File: src/rtl/mono_rx_readout_seq.sv
// mono_rx_readout_seq: MONOPIX token readout sequencer driving RX_FREEZE/RX_READ
//   CLK_BX, RST          : clock, synchronous active-high reset
//   CONF_EN              : enable; its rising edge clears READ_CNT and DONE
//   CONF_TOKEN_WAIT/READ_LEN/DATA_LEN : phase lengths minus 1 (static while BUSY)
//   CONF_MAX_READS       : stop after this many reads, 0 = unlimited
//   RX_TOKEN, BACKPRESSURE : chip token, downstream FIFO full
//   RX_FREEZE, RX_READ, BUSY, READ_CNT, DONE : registered status/strobes
module mono_rx_readout_seq #(
  parameter int CNT_WIDTH  = 8,
  parameter int RCNT_WIDTH = 16
) (
  input  logic                  CLK_BX,
  input  logic                  RST,
  input  logic                  CONF_EN,
  input  logic [CNT_WIDTH-1:0]  CONF_TOKEN_WAIT,
  input  logic [CNT_WIDTH-1:0]  CONF_READ_LEN,
  input  logic [CNT_WIDTH-1:0]  CONF_DATA_LEN,
  input  logic [RCNT_WIDTH-1:0] CONF_MAX_READS,
  input  logic                  RX_TOKEN,
  input  logic                  BACKPRESSURE,
  output logic                  RX_FREEZE,
  output logic                  RX_READ,
  output logic                  BUSY,
  output logic [RCNT_WIDTH-1:0] READ_CNT,
  output logic                  DONE
);
  typedef enum logic [2:0] {S_IDLE, S_WAIT, S_READ, S_DATA, S_HOLD} state_t;
  state_t                r_state;
  state_t                w_next;
  logic [CNT_WIDTH-1:0]  r_cnt;
  logic                  r_en_d;
  logic                  w_en_rise;
  logic                  w_data_last;
  logic                  w_limit;
  logic [RCNT_WIDTH:0]   w_cnt_inc;
  logic [RCNT_WIDTH-1:0] w_cnt_sat;
  assign w_en_rise   = CONF_EN & ~r_en_d;
  assign w_data_last = (r_state == S_DATA) && (r_cnt == CONF_DATA_LEN);
  // unsaturated READ_CNT+1 so the limit compare is exact even at all-ones
  assign w_cnt_inc   = {1'b0, READ_CNT} + (RCNT_WIDTH+1)'(1);
  assign w_cnt_sat   = &READ_CNT ? READ_CNT : w_cnt_inc[RCNT_WIDTH-1:0];
  assign w_limit     = (CONF_MAX_READS != '0) && (w_cnt_inc >= {1'b0, CONF_MAX_READS});
  always_comb begin
    w_next = r_state;
    case (r_state)
      S_IDLE: if (CONF_EN & RX_TOKEN & ~DONE & ~BACKPRESSURE) w_next = S_WAIT;
      S_WAIT: if (r_cnt == CONF_TOKEN_WAIT) w_next = S_READ;
      S_READ: if (r_cnt == CONF_READ_LEN) w_next = S_DATA;
      S_DATA: if (w_data_last) w_next = (w_limit || !CONF_EN) ? S_IDLE :
                                         BACKPRESSURE        ? S_HOLD :
                                         RX_TOKEN            ? S_WAIT : S_IDLE;
      S_HOLD: if (!BACKPRESSURE) w_next = (RX_TOKEN & CONF_EN) ? S_WAIT : S_IDLE;
      default: w_next = S_IDLE;
    endcase
  end
  // outputs decode w_next so they line up with the state register
  always_ff @(posedge CLK_BX) begin
    if (RST) begin
      r_state   <= S_IDLE;
      r_cnt     <= '0;
      r_en_d    <= 1'b0;
      RX_FREEZE <= 1'b0;
      RX_READ   <= 1'b0;
      BUSY      <= 1'b0;
      READ_CNT  <= '0;
      DONE      <= 1'b0;
    end else begin
      r_state   <= w_next;
      r_en_d    <= CONF_EN;
      r_cnt     <= (w_next != r_state) ? '0 : (&r_cnt ? r_cnt : r_cnt + CNT_WIDTH'(1));
      RX_FREEZE <= w_next != S_IDLE;
      RX_READ   <= w_next == S_READ;
      BUSY      <= w_next != S_IDLE;
      READ_CNT  <= w_en_rise ? '0 : (w_data_last ? w_cnt_sat : READ_CNT);
      DONE      <= w_en_rise ? 1'b0 : ((w_data_last & w_limit) ? 1'b1 : DONE);
    end
  end
endmodule

File: config.mk
export PLATFORM = sky130hd
export DESIGN_NAME = mono_rx_readout_seq
export DESIGN_NICKNAME = d
export VERILOG_FILES = /design/src/rtl/mono_rx_readout_seq.sv
export SDC_FILE = /design/constraint.sdc
export NUM_CORES = 1
export LEC_CHECK = 0
export CAP_MARGIN = 20
export CORE_MARGIN = 2
export CORE_UTILIZATION = 30
export CTS_CLUSTER_DIAMETER = 80
export DETAILED_ROUTE_END_ITERATION = 10
export PLACE_DENSITY = 0.53
export SLEW_MARGIN = 0
export SYNTH_ARGS = -nofsm -noshare
export SYNTH_HDL_FRONTEND = slang
export SYNTH_SLANG_ARGS = --single-unit
File: constraint.sdc
create_clock -name CLK_BX -period 4.1 [get_ports CLK_BX]
set_input_delay 0.82 -clock CLK_BX [delete_from_list [all_inputs] [get_ports CLK_BX]]
set_output_delay 0.82 -clock CLK_BX [all_outputs]
set_load 0.05 [all_outputs]
==> impl_metrics.json, run 1 <==
{
  "gp_congestion": 0.798,
  "numPortBuffers": 64,
  "cts_tree": "built",
  "clkTransAtPathRegs_ns": 0.07,
  "dieArea_sq_um": 8890,
  "crit_chain": "ha_1 -> nand3_2 -> nor3_4 -> and3_1 -> and3_1 -> xor2_1 -> ha_1 -> a21oi_1 -> nor2b_1 -> a211oi_1 -> o2bb2ai_2 -> nor4_4 -> o21ai_2 -> a2111oi_2",
  "seq_power_share_pct": 42.6,
  "n_fill_cell": 823,
  "yosysWarnings": 0,
  "grt_overflow_total": 0,
  "drc_errors": 0,
  "synth_area_sq_um": 2450,
  "grt_use_total_pct": 14.7,
  "hold_class": "flip-flop to flip-flop",
  "cts.sinks": 31,
  "ys_seq_area_share_pct": 25.4,
  "rsz0062_at_grt": "no",
  "r2r_cells": 14,
  "slowest_stage": "dfxtp_1",
  "dp_slack_ns": 0.544,
  "vias": 2159,
  "fin_skew_ns": 0.00578,
  "cp.arrival_ns": 3.73,
  "fmax_mhz": 282,
  "placed_area_sq_um": 3130,
  "power.share.switching_pct": 23.0,
  "first_pass_iters": 4,
  "mostFrequentLayoutCells": "clkdlybuf4s50_1 (64), xor2_1 (33), dfxtp_1 (31)",
  "power_frac_comb_pct": 14.8,
  "period_share_pct": 86.5,
  "post-cts-setup-buffers": 0,
  "cp_slowest_stage_delay_ns": 0.45,
  "drv_cap": 0,
  "grt_first_pass_wirelength_mm": 10.1,
  "avgSynthCellArea_sq_um": 8.32,
  "ctsHtreeMaxLevel": 2,
  "clock-root-buffer": "clkbuf_8",
  "crit_cells": 14,
  "syn2layout_area_growth_pct": 32.8,
  "final_hold_viol_count": 0,
  "drv_slew": 0,
  "multiInputGateArea_sq_um": 1660,
  "async_reset_ff_share_pct": 0,
  "seqCellArea_sq_um": 621,
  "die_w_um": 94.3,
  "cp-start-kind": "flip-flop",
  "grt_pass1_vias": 2148,
  "cp.required_ns": 4.28,
  "cts_resized": 0,
  "coreArea_sq_um": 7810,
  "row_count": 32,
  "power_density_nw_per_um2": 226,
  "path_buf_inv": 0,
  "worst_pin_slew_ns": 0.643,
  "drive_gt1_share_pct": 7.06,
  "synth_top_area_share_pct": 25.4,
  "clk_latency_ns": 0.28,
  "cts_buffers": 5,
  "ys_seq_elements": 31,
  "start_util_pct": 31.3,
  "switching_power_uw": 169,
  "antenna_found_initial": 0,
  "outcome": "finished clean",
  "synth_edf_count": 0,
  "diodes": 0,
  "cts_hold_buf": 0,
  "vias_per_cell": 4.73,
  "fin_nets": 416,
  "setup_ws_ns": 0.555,
  "path_max_fanout": 8,
  "whs_path_depth": 2,
  "period_needed_ns": 3.55,
  "pwr-share-clk_pct": 42.6,
  "clockBufferDepth": 2,
  "final_util_pct": 41.6,
  "die_y_um": 94.3,
  "grt_max_degree": 18,
  "path_delay_family": "simple AND/OR/NAND/NOR gates",
  "peakVddDrop_mv": 0.119,
  "finalInstanceArea_sq_um": 3250,
  "synth_cell_type_count": 44,
  "wl_per_cell_um": 13.5,
  "synth_area_leader_cell": "dfxtp_1",
  "synth_area_leaders": "dfxtp_1 (25%), xor2_1 (12%), ha_1 (9.2%)",
  "syn_inst": 294,
  "synthFlopType": "dfxtp_1",
  "drtIter0Drc": 57,
  "maxSlewHeadroom_pct": 57.0,
  "setup_viol": 0,
  "crit_type": "flip-flop to flip-flop",
  "wl_mm": 6.15,
  "io_pins": 65,
  "ant_nets": 0,
  "final_common_cell": "clkdlybuf4s50_1",
  "fin_setup_tns_ns": 0,
  "synth_nets": 357,
  "leakage_nw": 1.34,
  "endpoint_kind": "flip-flop",
  "p_int_uw": 565,
  "dp.final_hpwl_mm": 5.04
}
-- metal layers --
metal | vias up | track usage [%] | part of all wire [%]
met5 | - | 0 | 0
met4 | 0 | 3.99 | 1.0
met3 | 4 | 2.81 | 2.6
met2 | 32 | 23.2 | 45
met1 | 985 | 20.4 | 51
li1 | 1138 | - | -
-- cells in the mapped netlist (all sizes together), types with 2 or more instances --
library cell	number
nand2	24
o22ai	2
xnor2	21
nor4	10
a31oi	2
nor2	28
nand4	7
buf	11
a21oi	12
mux2i	2
nor2b	3
nor3	14
and4	3
inv	21
ha	18
nand2b	4
xor2	33
a21o	2
dfxtp	31
a2111oi	3
clkbuf	2
nand3	12
and3	10
o21ai	8
-- worst min-delay path, cell delays in order (launching register included) --
cell	delay, ns
dfxtp_1	0.33
inv_1	0.05
a21oi_1	0.05
-- path summary, 6_finish.rpt --
kind,startpoint,end,slack [ns]
worst max register to register,READ_CNT[0]$_SDFFE_PP0P_,r_cnt[7]$_SDFFE_PP0N_,0.55
worst min-delay path,DONE$_SDFFE_PP0P_,DONE$_SDFFE_PP0P_,0.48
worst max-delay path,READ_CNT[0]$_SDFFE_PP0P_,r_cnt[7]$_SDFFE_PP0N_,0.55
worst min register to register,DONE$_SDFFE_PP0P_,DONE$_SDFFE_PP0P_,0.48
-- power by group through the flow --
stage / Sequential (mW) / Combinational, mW / Clock, mW
after floorplan: 0.316 / 0.0540 / 0
after global placement: 0.320 / 0.109 / 0
after detailed placement: 0.320 / 0.110 / 0
after CTS: 0.313 / 0.110 / 0.322
after global routing: 0.314 / 0.121 / 0.342
final: 0.313 / 0.109 / 0.312
-- registers in the layout, summed over array words and instances, names as in the netlist --
signal    cells
BUSY          1
RX_READ       1
READ_CNT     16
r_cnt         8
DONE          1
r_en_d        1
r_state       3
-- kinds of logic after synthesis --
kind of cell	after synthesis	share of synthesized area [%]
and+or+nand+nor	119	27.3
AOI/OAI and AO/OA	36	10.1
muxes	2	0.818
xor gates and xnor gates	54	20.3
adders and majority gates	18	9.21
buffers and inverters	34	6.96
DFF	31	25.4
-- area by class of cell --
type / count / area share [%]
timing repair buffer: 65 / 20.0
multi-input combinational: 229 / 51.0
clock buffer: 6 / 2.54
clock inverter: 2 / 1.08
inverter: 21 / 2.43
tap: 102 / 3.93
sequential: 31 / 19.1
-- per-stage QoR --
step | cells | hold WS, ns | power, mW
5_1_grt | 456 | 0.511 | 0.776
2_1_floorplan | 294 | 0.534 | 0.370
6_report | 456 | 0.475 | 0.734
3_5_place_dp | 448 | 0.466 | 0.430
4_1_cts | 456 | 0.477 | 0.746
3_3_place_gp | 448 | 0.461 | 0.429
Power figures use the tool's default switching activity.
==> inputs of run 2 (changes only) <==
--- a/config.mk
+++ b/config.mk
@@ -5,12 +5,15 @@
 export SDC_FILE = /design/constraint.sdc
 export NUM_CORES = 1
 export LEC_CHECK = 0
+export ABC_AREA = 1
 export CAP_MARGIN = 20
+export CELL_PAD_IN_SITES_DETAIL_PLACEMENT = 1
+export CELL_PAD_IN_SITES_GLOBAL_PLACEMENT = 2
 export CORE_MARGIN = 2
-export CORE_UTILIZATION = 30
+export CORE_UTILIZATION = 26
 export CTS_CLUSTER_DIAMETER = 80
 export DETAILED_ROUTE_END_ITERATION = 10
-export PLACE_DENSITY = 0.53
+export PLACE_DENSITY = 0.8
 export SLEW_MARGIN = 0
 export SYNTH_ARGS = -nofsm -noshare
 export SYNTH_HDL_FRONTEND = slang
==> run 2 against run 1 <==
- combinational power rose by 8%
- clock skew rose by 0.0013 ns
- wire length rose by 18%
- die area rose by 13%
- non-clock buffer count fell by 1
- sequential power barely moved
- critical path type unchanged
- cell count rose by 20%
- largest power group unchanged
==> impl_metrics.json, run 2 <==
{
  "outcome": "finished clean",
  "synth_edf_count": 0,
  "largest-register": "READ_CNT",
  "fmax_mhz": 341,
  "pwr-share-clk_pct": 38.1,
  "cts_hold_buf": 0,
  "ys_seq_elements": 31,
  "r2r_cells": 21,
  "syn2layout_area_growth_pct": 35.4,
  "vias_per_cell": 4.60,
  "placed_area_sq_um": 3170,
  "crit_path_frequent_cell": "nor2_1",
  "power_frac_comb_pct": 17.0,
  "synth_area_leader_cell": "dfxtp_1",
  "cts.sinks": 31,
  "antenna_found_initial": 0,
  "grt_first_pass_wirelength_mm": 12.0,
  "largest_register_ffs": 16,
  "period_needed_ns": 2.93,
  "slowest_stage": "dfxtp_1",
  "wl_met1_mm": 3.31,
  "setup_viol": 0,
  "reg2reg_to": "r_cnt[3]$_SDFFE_PP0N_",
  "wl_mm": 7.24,
  "avgSynthCellArea_sq_um": 6.58,
  "mostFrequentLayoutCells": "nand2_1 (72), clkdlybuf4s50_1 (64), inv_1 (57)",
  "hold_class": "flip-flop to flip-flop",
  "grt_overflow_total": 0,
  "gp_congestion": 0.854,
  "coreArea_sq_um": 9110,
  "fin_skew_ns": 0.00707,
  "ctsHtreeMaxLevel": 2,
  "drive_gt1_share_pct": 7.82,
  "seq_power_share_pct": 44.9,
  "power.share.switching_pct": 24.7,
  "numPortBuffers": 64,
  "synthTopCellsByCount": "nand2_1 (72), inv_1 (57), nor2_1 (49)",
  "grt_max_degree": 20,
  "hp-start": "DONE$_SDFFE_PP0P_",
  "die_y_um": 100,
  "cp-start-kind": "flip-flop",
  "grt_use_total_pct": 14.9,
  "synth_area_sq_um": 2420,
  "dieArea_sq_um": 10100,
  "row_count": 35,
  "p_int_uw": 522,
  "top_regs": "READ_CNT: 16 flops, r_cnt: 8 flops, r_state: 3 flops",
  "crit_type": "flip-flop to flip-flop",
  "wl_per_cell_um": 13.3,
  "post-cts-setup-buffers": 0,
  "dp.final_hpwl_mm": 6.13,
  "n_fill_cell": 1176,
  "clk_latency_ns": 0.28,
  "cts_resized": 0,
  "path_max_fanout": 8,
  "r2r_setup_slack_ns": 1.17,
  "endpoint_kind": "flip-flop",
  "whs_endpoint": "DONE$_SDFFE_PP0P_",
  "p_total_uw": 693,
  "final_hold_viol_count": 0,
  "wl_met3_um": 306,
  "leakage_nw": 1.46,
  "synthFlopType": "dfxtp_1",
  "worst_pin_slew_ns": 0.540,
  "timing.hold.ws_ns": 0.506,
  "grt_pass1_vias": 2581,
  "cp.arrival_ns": 3.14,
  "layout.cells.non_filler": 546,
  "vias": 2513,
  "first_pass_iters": 4,
  "io_pins": 65,
  "drc_errors": 0,
  "synth_nets": 430,
  "finalInstanceArea_sq_um": 3270,
  "clock-root-buffer": "clkbuf_8",
  "crit_chain": "nand3_1 -> nor2_1 -> inv_1 -> nor2_2 -> nand3_2 -> nor2_2 -> xor2_1 -> inv_1 -> ha_1 -> nand2_1 -> nor2_1 -> nand3_1 -> a21oi_1 -> nor2_1 -> nand2_1 -> nand3_2 -> nand2_2 -> nand2_2 -> nand2_2 -> nand3_4 -> nor2_1",
  "final_common_cell": "nand2_1",
  "drtIter0Drc": 30,
  "diodes": 0,
  "maxSlewHeadroom_pct": 63.9,
  "period_share_pct": 71.5,
  "synth_cell_type_count": 34,
  "clkTransAtPathRegs_ns": 0.07,
  "start_util_pct": 26.5,
  "dr_wl_met2_mm": 3.52,
  "fin_setup_tns_ns": 0,
  "syn_inst": 367,
  "rsz0062_at_grt": "no",
  "cts_tree": "built",
  "whs_path_depth": 2,
  "synth_top_area_share_pct": 25.7,
  "clockBufferDepth": 2,
  "cp.required_ns": 4.31,
  "synth_area_leaders": "dfxtp_1 (26%), nand2_1 (11%), ha_1 (9.3%)",
  "rr_startpoint": "READ_CNT[2]$_SDFFE_PP0P_",
  "routed.top_layer": "met4",
  "ys_seq_area_share_pct": 25.7,
  "async_reset_ff_share_pct": 0,
  "cp_slowest_stage_delay_ns": 0.42,
  "die_w_um": 100,
  "fin_nets": 497,
  "switching_power_uw": 171,
  "yosysWarnings": 0,
  "yosysMostFrequentCell": "nand2_1",
  "peakVddDrop_mv": 0.0897,
  "cts_buffers": 5,
  "dpl.cell_count": 538,
  "drv_cap": 0,
  "ant_nets": 0,
  "power_density_nw_per_um2": 212,
  "drv_slew": 0
}
run 2: cell count changes after synthesis, sizes merged, moves of 7 or more:
cell	change
and3	-10
inv	+39
or2	+8
xnor2	-10
nor3	-7
buf	-8
nor2	+27
nand2	+53
xor2	-19
o21ai	+14
run 2: cells by family after synthesis:
family / after synthesis / synth area share, %
simple gates: 182 / 35.3
buf+inv: 65 / 10.5
compound gates: 46 / 10.1
fa+ha+maj: 18 / 9.32
xor+xnor: 25 / 9.06
flops: 31 / 25.7
run 2: critical path, delay by kind of cell (launching register included):
family | cells | cell delay [ns]
adders and majority gates | 1 | 0.27
xor gates and xnor gates | 1 | 0.21
AOI/OAI and AO/OA | 1 | 0.14
DFF | 1 | 0.42
and+or+nand+nor | 16 | 1.67
buffers and inverters | 2 | 0.15
run 2: worst max path at each step:
stage,from,to,slack (ns),cells after the start
after floorplan,READ_CNT[2]$_SDFFE_PP0P_,r_cnt[0]$_SDFFE_PP0N_,1.13,21
after CTS,READ_CNT[2]$_SDFFE_PP0P_,r_cnt[3]$_SDFFE_PP0N_,1.18,21
after global routing,READ_CNT[2]$_SDFFE_PP0P_,r_cnt[3]$_SDFFE_PP0N_,0.84,21
after global placement,CONF_MAX_READS[8],r_cnt[6]$_SDFFE_PP0N_,1.21,15
after detailed placement,CONF_MAX_READS[8],r_cnt[3]$_SDFFE_PP0N_,1.17,15
final,READ_CNT[2]$_SDFFE_PP0P_,r_cnt[3]$_SDFFE_PP0N_,1.17,21
run 2: stage by stage:
stage / worst slack (ns) / utilization (%)
after floorplan: 1.13 / -
after global placement: 1.21 / 34.8
after detailed placement: 1.17 / 34.8
after CTS: 1.18 / 35.9
after global routing: 0.845 / 35.9
final: 1.17 / 35.9
run 2: cell type report:
type / instances / area [sq um] / share of cell area, %
multi-input combinational: 271 / 1540 / 47.1
clock buffer: 8 / 100 / 3.06
tap: 111 / 139 / 4.24
sequential: 31 / 621 / 19.0
timing repair buffer: 64 / 641 / 19.6
inverter: 61 / 230 / 7.04
run 2: routing by layer:
layer,global-route usage [%],up-vias
met5,0,-
met4,3.27,0
met3,3.20,7
met2,26.4,52
met1,18.5,1154
li1,-,1300
run 2: power groups by stage:
stage	sequential, mW	clock [mW]	combinational, mW
after CTS	0.311	0.278	0.120
after global routing	0.312	0.293	0.132
after detailed placement	0.318	0	0.119
after floorplan	0.318	0	0.0546
after global placement	0.318	0	0.117
final	0.311	0.264	0.118
